**src/rtl/seven_seg_pkg.sv**
```systemverilog
// Shared types and helpers for the multiplexed seven-segment scan controller.
package seven_seg_pkg;

    localparam int DIGIT_W    = 4;
    localparam int MAX_DIGITS = 8;

    typedef enum logic {
        SCAN_BLANK,
        SCAN_SHOW
    } scan_state_e;

    function automatic logic [MAX_DIGITS-1:0] onehot(input logic [2:0] index);
        logic [MAX_DIGITS-1:0] vec;
        vec        = '0;
        vec[index] = 1'b1;
        return vec;
    endfunction

endpackage

```
**src/rtl/scan_tick_gen.sv**
```systemverilog
// Per-slot cycle counter for the digit scan; frozen while ena is low.
module scan_tick_gen
    import seven_seg_pkg::*;
#(
    parameter int TICK_DIV     = 1024,
    parameter int BLANK_CYCLES = 16,
    localparam int CNT_W       = $clog2(TICK_DIV)
) (
    input  logic             clk,
    input  logic             rst,
    input  logic             ena,
    output logic [CNT_W-1:0] cnt,
    output logic             show_start,
    output logic             slot_end
);

    logic [CNT_W-1:0] cnt_q;
    logic [CNT_W-1:0] cnt_d;

    always_comb begin
        cnt_d = cnt_q;
        if (ena) begin
            if (cnt_q == CNT_W'(TICK_DIV - 1)) begin
                cnt_d = '0;
            end else begin
                cnt_d = cnt_q + 1'b1;
            end
        end
    end

    always_ff @(posedge clk) begin
        if (rst) begin
            cnt_q <= '0;
        end else begin
            cnt_q <= cnt_d;
        end
    end

    assign cnt        = cnt_q;
    assign show_start = (cnt_q == CNT_W'(BLANK_CYCLES - 1));
    assign slot_end   = (cnt_q == CNT_W'(TICK_DIV - 1));

endmodule

```
**src/rtl/seven_seg_scan_ctrl.sv**
```systemverilog
// Time-multiplexed scan of NUM_DIGITS digits over one code bus, with a
// frame-synchronous double buffer and leading-zero blanking.
//
//   state      | meaning
//   SCAN_BLANK | dark gap at the start of a slot, no digit enabled
//   SCAN_SHOW  | current digit driven for the rest of the slot
module seven_seg_scan_ctrl
    import seven_seg_pkg::*;
#(
    parameter int NUM_DIGITS   = 4,
    parameter int TICK_DIV     = 1024,
    parameter int BLANK_CYCLES = 16
) (
    input  logic                          clk,
    input  logic                          rst,
    input  logic                          ena,
    input  logic                          load_valid,
    output logic                          load_ready,
    input  logic [DIGIT_W*NUM_DIGITS-1:0] load_data,
    input  logic [NUM_DIGITS-1:0]         load_dp,
    input  logic                          lzb_en,
    output logic [DIGIT_W-1:0]            digit_bin,
    output logic                          digit_dp,
    output logic [NUM_DIGITS-1:0]         digit_en,
    output logic                          blank,
    output logic                          frame_done
);

    localparam int IDX_W  = $clog2(NUM_DIGITS);
    localparam int CNT_W  = $clog2(TICK_DIV);
    localparam int DATA_W = DIGIT_W * NUM_DIGITS;

    scan_state_e       state_q, state_d;
    logic [IDX_W-1:0]  idx_q, idx_d;
    logic [DATA_W-1:0] active_data_q, active_data_d;
    logic [NUM_DIGITS-1:0] active_dp_q, active_dp_d;
    logic [DATA_W-1:0] pend_data_q, pend_data_d;
    logic [NUM_DIGITS-1:0] pend_dp_q, pend_dp_d;
    logic              pend_full_q, pend_full_d;
    logic              lzb_q, lzb_d;

    logic [CNT_W-1:0]  slot_cnt;
    logic              show_start;
    logic              slot_end;
    logic              frame_end;
    logic [NUM_DIGITS-1:0] lz_sup;
    logic              zero_above;

    scan_tick_gen #(
        .TICK_DIV     (TICK_DIV),
        .BLANK_CYCLES (BLANK_CYCLES)
    ) u_tick (
        .clk        (clk),
        .rst        (rst),
        .ena        (ena),
        .cnt        (slot_cnt),
        .show_start (show_start),
        .slot_end   (slot_end)
    );

    assign frame_end = (state_q == SCAN_SHOW) && slot_end
                       && (idx_q == IDX_W'(NUM_DIGITS - 1));

    always_comb begin
        state_d       = state_q;
        idx_d         = idx_q;
        active_data_d = active_data_q;
        active_dp_d   = active_dp_q;
        pend_data_d   = pend_data_q;
        pend_dp_d     = pend_dp_q;
        pend_full_d   = pend_full_q;
        lzb_d         = lzb_q;

        if (ena) begin
            lzb_d = lzb_en;
            case (state_q)
                SCAN_BLANK: if (show_start) state_d = SCAN_SHOW;
                SCAN_SHOW:  if (slot_end)   state_d = SCAN_BLANK;
                default:                    state_d = SCAN_BLANK;
            endcase
            if (slot_end) begin
                if (idx_q == IDX_W'(NUM_DIGITS - 1)) begin
                    idx_d = '0;
                end else begin
                    idx_d = idx_q + 1'b1;
                end
            end
            if (frame_end && pend_full_q) begin
                active_data_d = pend_data_q;
                active_dp_d   = pend_dp_q;
                pend_full_d   = 1'b0;
            end
        end

        // Loading requires an empty buffer, so it can never overlap a commit.
        if (load_valid && !pend_full_q) begin
            pend_data_d = load_data;
            pend_dp_d   = load_dp;
            pend_full_d = 1'b1;
        end
    end

    always_ff @(posedge clk) begin
        if (rst) begin
            state_q       <= SCAN_BLANK;
            idx_q         <= '0;
            active_data_q <= '0;
            active_dp_q   <= '0;
            pend_data_q   <= '0;
            pend_dp_q     <= '0;
            pend_full_q   <= 1'b0;
            lzb_q         <= 1'b0;
        end else begin
            state_q       <= state_d;
            idx_q         <= idx_d;
            active_data_q <= active_data_d;
            active_dp_q   <= active_dp_d;
            pend_data_q   <= pend_data_d;
            pend_dp_q     <= pend_dp_d;
            pend_full_q   <= pend_full_d;
            lzb_q         <= lzb_d;
        end
    end

    // A digit is a leading zero when it and every digit above it are zero.
    always_comb begin
        lz_sup     = '0;
        zero_above = 1'b1;
        for (int i = NUM_DIGITS - 1; i >= 0; i--) begin
            zero_above = zero_above && (active_data_q[i*DIGIT_W +: DIGIT_W] == '0);
            lz_sup[i]  = (i > 0) && lzb_q && zero_above && !active_dp_q[i];
        end
    end

    always_comb begin
        digit_en  = '0;
        blank     = 1'b1;
        digit_bin = '0;
        digit_dp  = 1'b0;
        if (state_q == SCAN_SHOW) begin
            digit_bin = active_data_q[idx_q*DIGIT_W +: DIGIT_W];
            digit_dp  = active_dp_q[idx_q];
            if (!lz_sup[idx_q]) begin
                digit_en = NUM_DIGITS'(onehot(3'(idx_q)));
                blank    = 1'b0;
            end
        end
    end

    assign load_ready = !pend_full_q;
    // Derived from held state, so it stays high if the scan freezes on the boundary.
    assign frame_done = frame_end;

    show_after_gap: assert property (@(posedge clk) disable iff (rst)
        (state_q == SCAN_SHOW) |-> (slot_cnt >= CNT_W'(BLANK_CYCLES)));

endmodule

```
**config.mk**
```make
export PLATFORM = sky130hd
export DESIGN_NAME = seven_seg_scan_ctrl
export DESIGN_NICKNAME = d
export VERILOG_FILES = /design/src/rtl/seven_seg_pkg.sv /design/src/rtl/scan_tick_gen.sv /design/src/rtl/seven_seg_scan_ctrl.sv
export SDC_FILE = /design/constraint.sdc
export NUM_CORES = 1
export LEC_CHECK = 0
export ABC_CLOCK_PERIOD_IN_PS = 4600
export BUFFER_PORTS_ARGS = -buffer_cell sky130_fd_sc_hd__buf_2
export CAP_MARGIN = 20
export CORE_MARGIN = 5
export CORE_UTILIZATION = 63
export CTS_BUF_LIST = sky130_fd_sc_hd__clkbuf_8
export DETAILED_ROUTE_END_ITERATION = 10
export PLACE_DENSITY_LB_ADDON = 0.25
export SYNTH_ARGS = -nofsm -noshare
export SYNTH_HDL_FRONTEND = slang
export SYNTH_HIERARCHICAL = 1
export SYNTH_SLANG_ARGS = --single-unit
```
**constraint.sdc**
```tcl
create_clock -name clk -period 4.6 [get_ports clk]
set_input_delay 0.46 -clock clk [delete_from_list [all_inputs] [get_ports clk]]
set_output_delay 0.46 -clock clk [all_outputs]
set_load 0.01 [all_outputs]
```
# Yosys cells after proc, flatten, opt, wreduce, memory -nomap -nowiden
# Cells that the tools add are included.
dict set report word_totals {
  register_bits 55
  in_bits 25
  elab_cells 64
}
dict set report classes {
  add_sub_neg 2
  order_cmp 3
  eq_ne 3
  shift 1
  muxes 20
  n_bitwise 1
  reduce_logical 25
}
# operator n
set ops {}
lappend ops {{16-bit by 5-bit indexed part select with 4-bit output} 1}
lappend ops {{1-bit logical AND} 13}
lappend ops {{4-bit zero test} 3}
lappend ops {{4-bit 2-to-1 mux} 3}
lappend ops {{1-bit 2-to-1 mux} 11}
lappend ops {{10-bit by 1-bit adder with 10-bit output (second input constant)} 1}
lappend ops {{10-bit == test (second input constant)} 1}
lappend ops {{10-bit by 4-bit == test with 1-bit output (second input constant)} 1}
lappend ops {{10-bit 2-to-1 mux} 1}
lappend ops {{2-bit AND reduction} 3}
lappend ops {{1-bit binary-select mux with 2-bit select} 2}
lappend ops {{1-bit zero test} 4}
lappend ops {{2-bit by 4-bit less-than comparator with 1-bit output (second input constant)} 1}
lappend ops {{2-bit nonzero test} 2}
lappend ops {{2-bit by 3-bit less-than comparator with 1-bit output (second input constant)} 1}
lappend ops {{2-bit by 1-bit adder with 2-bit output (second input constant)} 1}
lappend ops {{1-bit demux with 2-bit select} 1}
lappend ops {{2-bit == test (second input constant)} 1}
lappend ops {{2-bit by 1-bit >= comparator with 1-bit output (second input constant)} 1}
lappend ops {{2-bit 2-to-1 mux} 1}
lappend ops {{1-bit one-hot mux with 2 select lines} 1}
lappend ops {{1-bit inverter} 1}

# Depth between registers and ports, before layout
dict set report depth {
  word_depth 9
  ltp_mapped 8
}

# Cells and area by module
# The synthesis kept the hierarchy.
# module instances cells_each area_per_inst_um2 seq_area_each_um2
set by_module_without_submodules {}
lappend by_module_without_submodules {seven_seg_scan_ctrl 1 235 1884.3 900.9}
lappend by_module_without_submodules {scan_tick_gen 1 61 511.7 200.2}

# Worst setup path before layout
# OpenSTA, ideal clock, no wires.
dict set report synth_path {
  kind {flip-flop to flip-flop}
  start {reg u_tick.cnt_q[0], in the netlist u_tick/cnt[0]}
  end {reg active_data_q[0]}
  setup_time_ps 70
  arrival_time_ps 1984
  t_required_ps 4530
  setup_slack_ps 2545
  path_stages_with_launch 9
  n_path_buf 1
  period_less_slack_ps 2055
  cell_sequence {dfxtp_1 ha_1 nand3_1 nor3_1 nand2_1 nor3_1 clkbuf_1 nand2_1 a21oi_1}
}
dict set report synth_via {
  elab_chain_len 5
}
# item line
set synth_rtl {}
lappend synth_rtl {{start: declaration} scan_tick_gen.sv:17} ;# logic [CNT_W-1:0] cnt_q;
lappend synth_rtl {{start signal: assignment} scan_tick_gen.sv:35} ;# cnt_q <= cnt_d;
lappend synth_rtl {{10-bit == test} scan_tick_gen.sv:41} ;# assign slot_end = (cnt_q == CNT_W'(TICK_DIV - 1));
lappend synth_rtl {{named net slot_end} seven_seg_scan_ctrl.sv:44} ;# logic slot_end;
lappend synth_rtl {{1-bit logical AND} seven_seg_scan_ctrl.sv:61} ;# assign frame_end = (state_q == SCAN_SHOW) && slot_end
lappend synth_rtl {{1-bit logical AND} seven_seg_scan_ctrl.sv:62} ;# && (idx_q == IDX_W'(NUM_DIGITS - 1));
lappend synth_rtl {{1-bit logical AND} seven_seg_scan_ctrl.sv:88} ;# if (frame_end && pend_full_q) begin
lappend synth_rtl {{2-bit AND reduction (no line)} n/a}
lappend synth_rtl {{end signal: assignment} seven_seg_scan_ctrl.sv:116} ;# active_data_q <= active_data_d;
lappend synth_rtl {{end: declaration} seven_seg_scan_ctrl.sv:35} ;# logic [DATA_W-1:0] active_data_q, active_data_d;
# The timed path passes the listed nets, and every way through them passes these cells.
# A chain may end at the register's enable or synchronous reset.

# Worst setup path in the final report
dict set report layout_path {
  start {reg u_tick.cnt_q[0], in the netlist u_tick/cnt[0]}
  end {reg active_data_q[15]}
}
# Same word-level chain as after synthesis.

==> results.txt <==
----------------------------------------------------
[Placement]
  Number of input and output port buffers inserted ... 36
  Final HPWL DP ... 3.71 mm
  Placed cell areas ... 2590 µm²
  RD Place Congestion ... 0.874

[Synthesis]
  Count of state elements after synthesis ... 55
  Average cell area after synthesis ... 8.09 µm²
  Synth Net Count ... 326
  Largest family of logic cells by synthesized area ... simple AND/OR/NAND/NOR gates
  Mapped Area ... 2400 µm²
  Number of synthesized flops with an enable pin ... 0
  Count of distinct cell types in the synthesized netlist ... 38
  Cell types with the largest area share after synthesis ... sky130_fd_sc_hd__dfxtp_1 (46%), sky130_fd_sc_hd__nand2_1 (15%), sky130_fd_sc_hd__a21oi_1 (11%)
  Post-Synth Simple-Gate Area ... 26.3%
  Cell taking the most area after synthesis ... sky130_fd_sc_hd__dfxtp_1
  Yosys warns ... 6
  Post-synth top flop ... sky130_fd_sc_hd__dfxtp_1
  Fraction of post-synthesis cell area in the top cell type by area ... 46.0%
  Synthesized-area fraction occupied by ao, oa, aoi and oai cells ... 16.0%
  Fraction of synthesized cell area in xor and xnor cells ... 0.731%
  Adder and majority gate portion of the synthesized area ... 2.61%
  Mapped Cells ... 296
  Async SR Flop Fraction ... 0%
  Mux contribution to synthesized area ... 4.60%
  Sequential cell area fraction in the yosys report ... 46.0%

[STA]
  Number of hold violations in the final report ... 0
  Final count of pins violating max slew ... 0
  Actual transition at the worst max-transition pin ... 0.947 ns
  Crit share post-route ... 57.6%
  Hold WS ... 0.380 ns
  Final min period ... 2.65 ns
  Post-Route Setup TNS ... 0 ns
  Setup clock skew after layout ... 0.00307 ns
  Rel. slew slack ... 36.8%
  Maximum clock frequency ... 377 MHz
  Final number of setup-violating endpoints ... 0
  Setup repair after global routing missed its margin ... false

[Cells and area]
  Commonest non-fill, non-tap cell in the layout ... sky130_fd_sc_hd__nand2_1
  Area grow syn2layout ... 12.3%
  Commonest cells after routing, fill and taps aside ... sky130_fd_sc_hd__nand2_1 (95), sky130_fd_sc_hd__dfxtp_1 (55), sky130_fd_sc_hd__a21oi_1 (51)
  Net count of the finished layout ... 353
  Fraction of layout instances using a drive strength above 1 ... 18.0%
  Diode insertion count for antenna repair ... 0
  Design area ... 2690 µm²

[Routing]
  Detailed router's first-iteration violation count ... 203
  Remaining design rule violation count ... 0
  Final Routed Wirelength ... 5.26 mm
  Overall via count from detail_route ... 2109
  Wire length per cell after detailed routing ... 14.2 µm
  Antenna Nets Post-Route ... 0
  Average vias per placed instance ... 5.68
  Number of optimization iterations in the first detailed-route pass ... 4

[Setup path]
  Depth of the worst register-to-register path ... 7
  Crit path DAT ... 2.81 ns
  Critical path type ... reg -> reg
  Critical register-to-register path startpoint ... u_tick/cnt[0]
  Crit path capture type ... flop
  Crit path required time ... 4.76 ns
  Critical Path Start Type ... flop
  Max Fanout on Critical Path ... 20
  Worst reg2reg path endpoint ... active_data_q[15]
  Minimum setup slack among reg-to-reg paths ... 1.95 ns

[Floorplan]
  Die ar. ... 5140 µm²
  Floorplan core area ... 3660 µm²
  Effective utilization at floorplan ... 65.4%
  Number of cell rows ... 22
  I/O Pins ... 37
  Chip width ... 71.7 µm
  Die span in y ... 71.7 µm

[Hold path]
  Worst hold start ... load_dp[2]
  Tightest Hold Check Type ... in -> reg
  Endpoint, Worst Hold ... pend_dp_q[2]
  Count of cells along the worst hold path ... 3

[Global route]
  First-pass GRT wire length ... 9.16 mm
  Combined global-route utilization of all metal layers ... 21.9%
  Number of antenna violations at the first check in global routing ... 0
  Grt total ovfl ... 0
  Number of global-route vias before repair ... 2038
  Pin count of the biggest net entering global routing ... 55

[Power and ir drop]
  Static Leak ... 1.02 nW
  Total power divided by cell area ... 317 nW/µm²
  Overall power ... 0.852 mW
  Max rail drop VDD ... 0.218 mV

[Clock tree]
  Sink Count ... 55
  Bufs on Longest Clock Path ... 2
  Buffer cell driving the clock tree root ... sky130_fd_sc_hd__clkbuf_8
  Insertion delay to the later sink of the worst-skew pair ... 0.30 ns
  Clock-pin slew reported for the worst setup and hold paths after clock tree synthesis ... 0.09 ns
  CTS tree ... yes
  Post-CTS Repair Setup Buffers ... 0
  Resized cells post-CTS ... 0
  CTS Buf Count ... 5
  Hold buffer count at cts ... 0
  Deepest level of the CTS H-tree ... 2

[Run status]
  Status ... finished clean

[Job]
  MaxCap Viol Count ... 0

----------------------------------------------------
==> through the flow <==
step                util [%]  std cells  setup WS, ns
CTS                     73.5        371          1.99
global route            73.5        371          1.71
finish                  73.5        371          1.95
global placement        70.4        363          1.89
detailed placement      70.7        364          2.03
floorplan                  -        296          2.55
==> worst max path at each step <==
stage | from | to
finish | u_tick/cnt[0] | active_data_q[15]
global route | u_tick/cnt[0] | active_dp_q[3]
CTS | u_tick/cnt[0] | active_data_q[14]
detailed placement | u_tick/cnt[0] | active_data_q[15]
global placement | u_tick/cnt[0] | active_data_q[7]
floorplan | u_tick/cnt[0] | active_data_q[0]
==> per-layer routing <==
metal | vias up | share of wire (%) | global-route usage [%] | wire length (µm)
met3 | 16 | 5.5 | 6.03 | 290
li1 | 1062 | - | - | -
met1 | 969 | 44 | 28.0 | 2340
met2 | 62 | 47 | 34.9 | 2490
met4 | 0 | 2.5 | 8.98 | 133
met5 | - | 0 | 0 | 0
==> kinds of logic (layout without fill, tap and decap cells) <==
group,Yosys count,count (layout)
AO/OA/AOI/OAI,65,65
XOR/XNOR,2,2
adder cells (fa/ha/maj),5,5
buffers and inverters,23,50
flip-flops,55,55
multiplexers,6,6
AND/OR/NAND/NOR,140,140
==> worst max-delay path, stage by stage (launching register included) <==
cell and delay [ns]:
sky130_fd_sc_hd__dfxtp_1 0.44, sky130_fd_sc_hd__ha_1 0.27, sky130_fd_sc_hd__nand3_1 0.12, sky130_fd_sc_hd__nor3_1 0.47
sky130_fd_sc_hd__and3_1 0.28, sky130_fd_sc_hd__nand3_1 0.56, sky130_fd_sc_hd__nand2_1 0.27, sky130_fd_sc_hd__a21oi_1 0.09
==> flip-flops by register name, summed over array words and instances (netlist names) <==
signal and cells:
u_tick/cnt 10, pend_data_q 16, pend_dp_q 4, lzb_q 1
pend_full_q 1, active_dp_q 4, idx_q 2, state_q 1
active_data_q 16
==> power by group <==
group          switching [mW]  total (mW)  internal (mW)
clock network           0.145       0.302          0.157
registers              0.0103       0.500          0.489
logic                  0.0304      0.0502         0.0198
total                   0.186       0.852          0.666
==> cell type report <==
class | instances | area, µm²
timing repair buffer | 38 | 199
sequential | 55 | 1100
tap | 48 | 60.1
multi-input combinational | 218 | 1210
clock buffer | 5 | 68.8
inverter | 5 | 18.8
clock inverter | 2 | 33.8
fill | 295 | 971
==> cell usage after synthesis, drive strengths merged, types with 2 or more instances <==
cell,n
a21oi,51
and2,5
buf,4
clkbuf,14
dfxtp,55
ha,5
inv,4
mux2i,2
mux4,4
nand2,95
nand3,3
nand3b,2
nand4,5
nor2,9
nor2b,3
nor3,5
nor4,3
o21ai,3
o31ai,4
or3,3
or4,3
xor2,2
No activity file was read; power rests on OpenSTA's default activity.
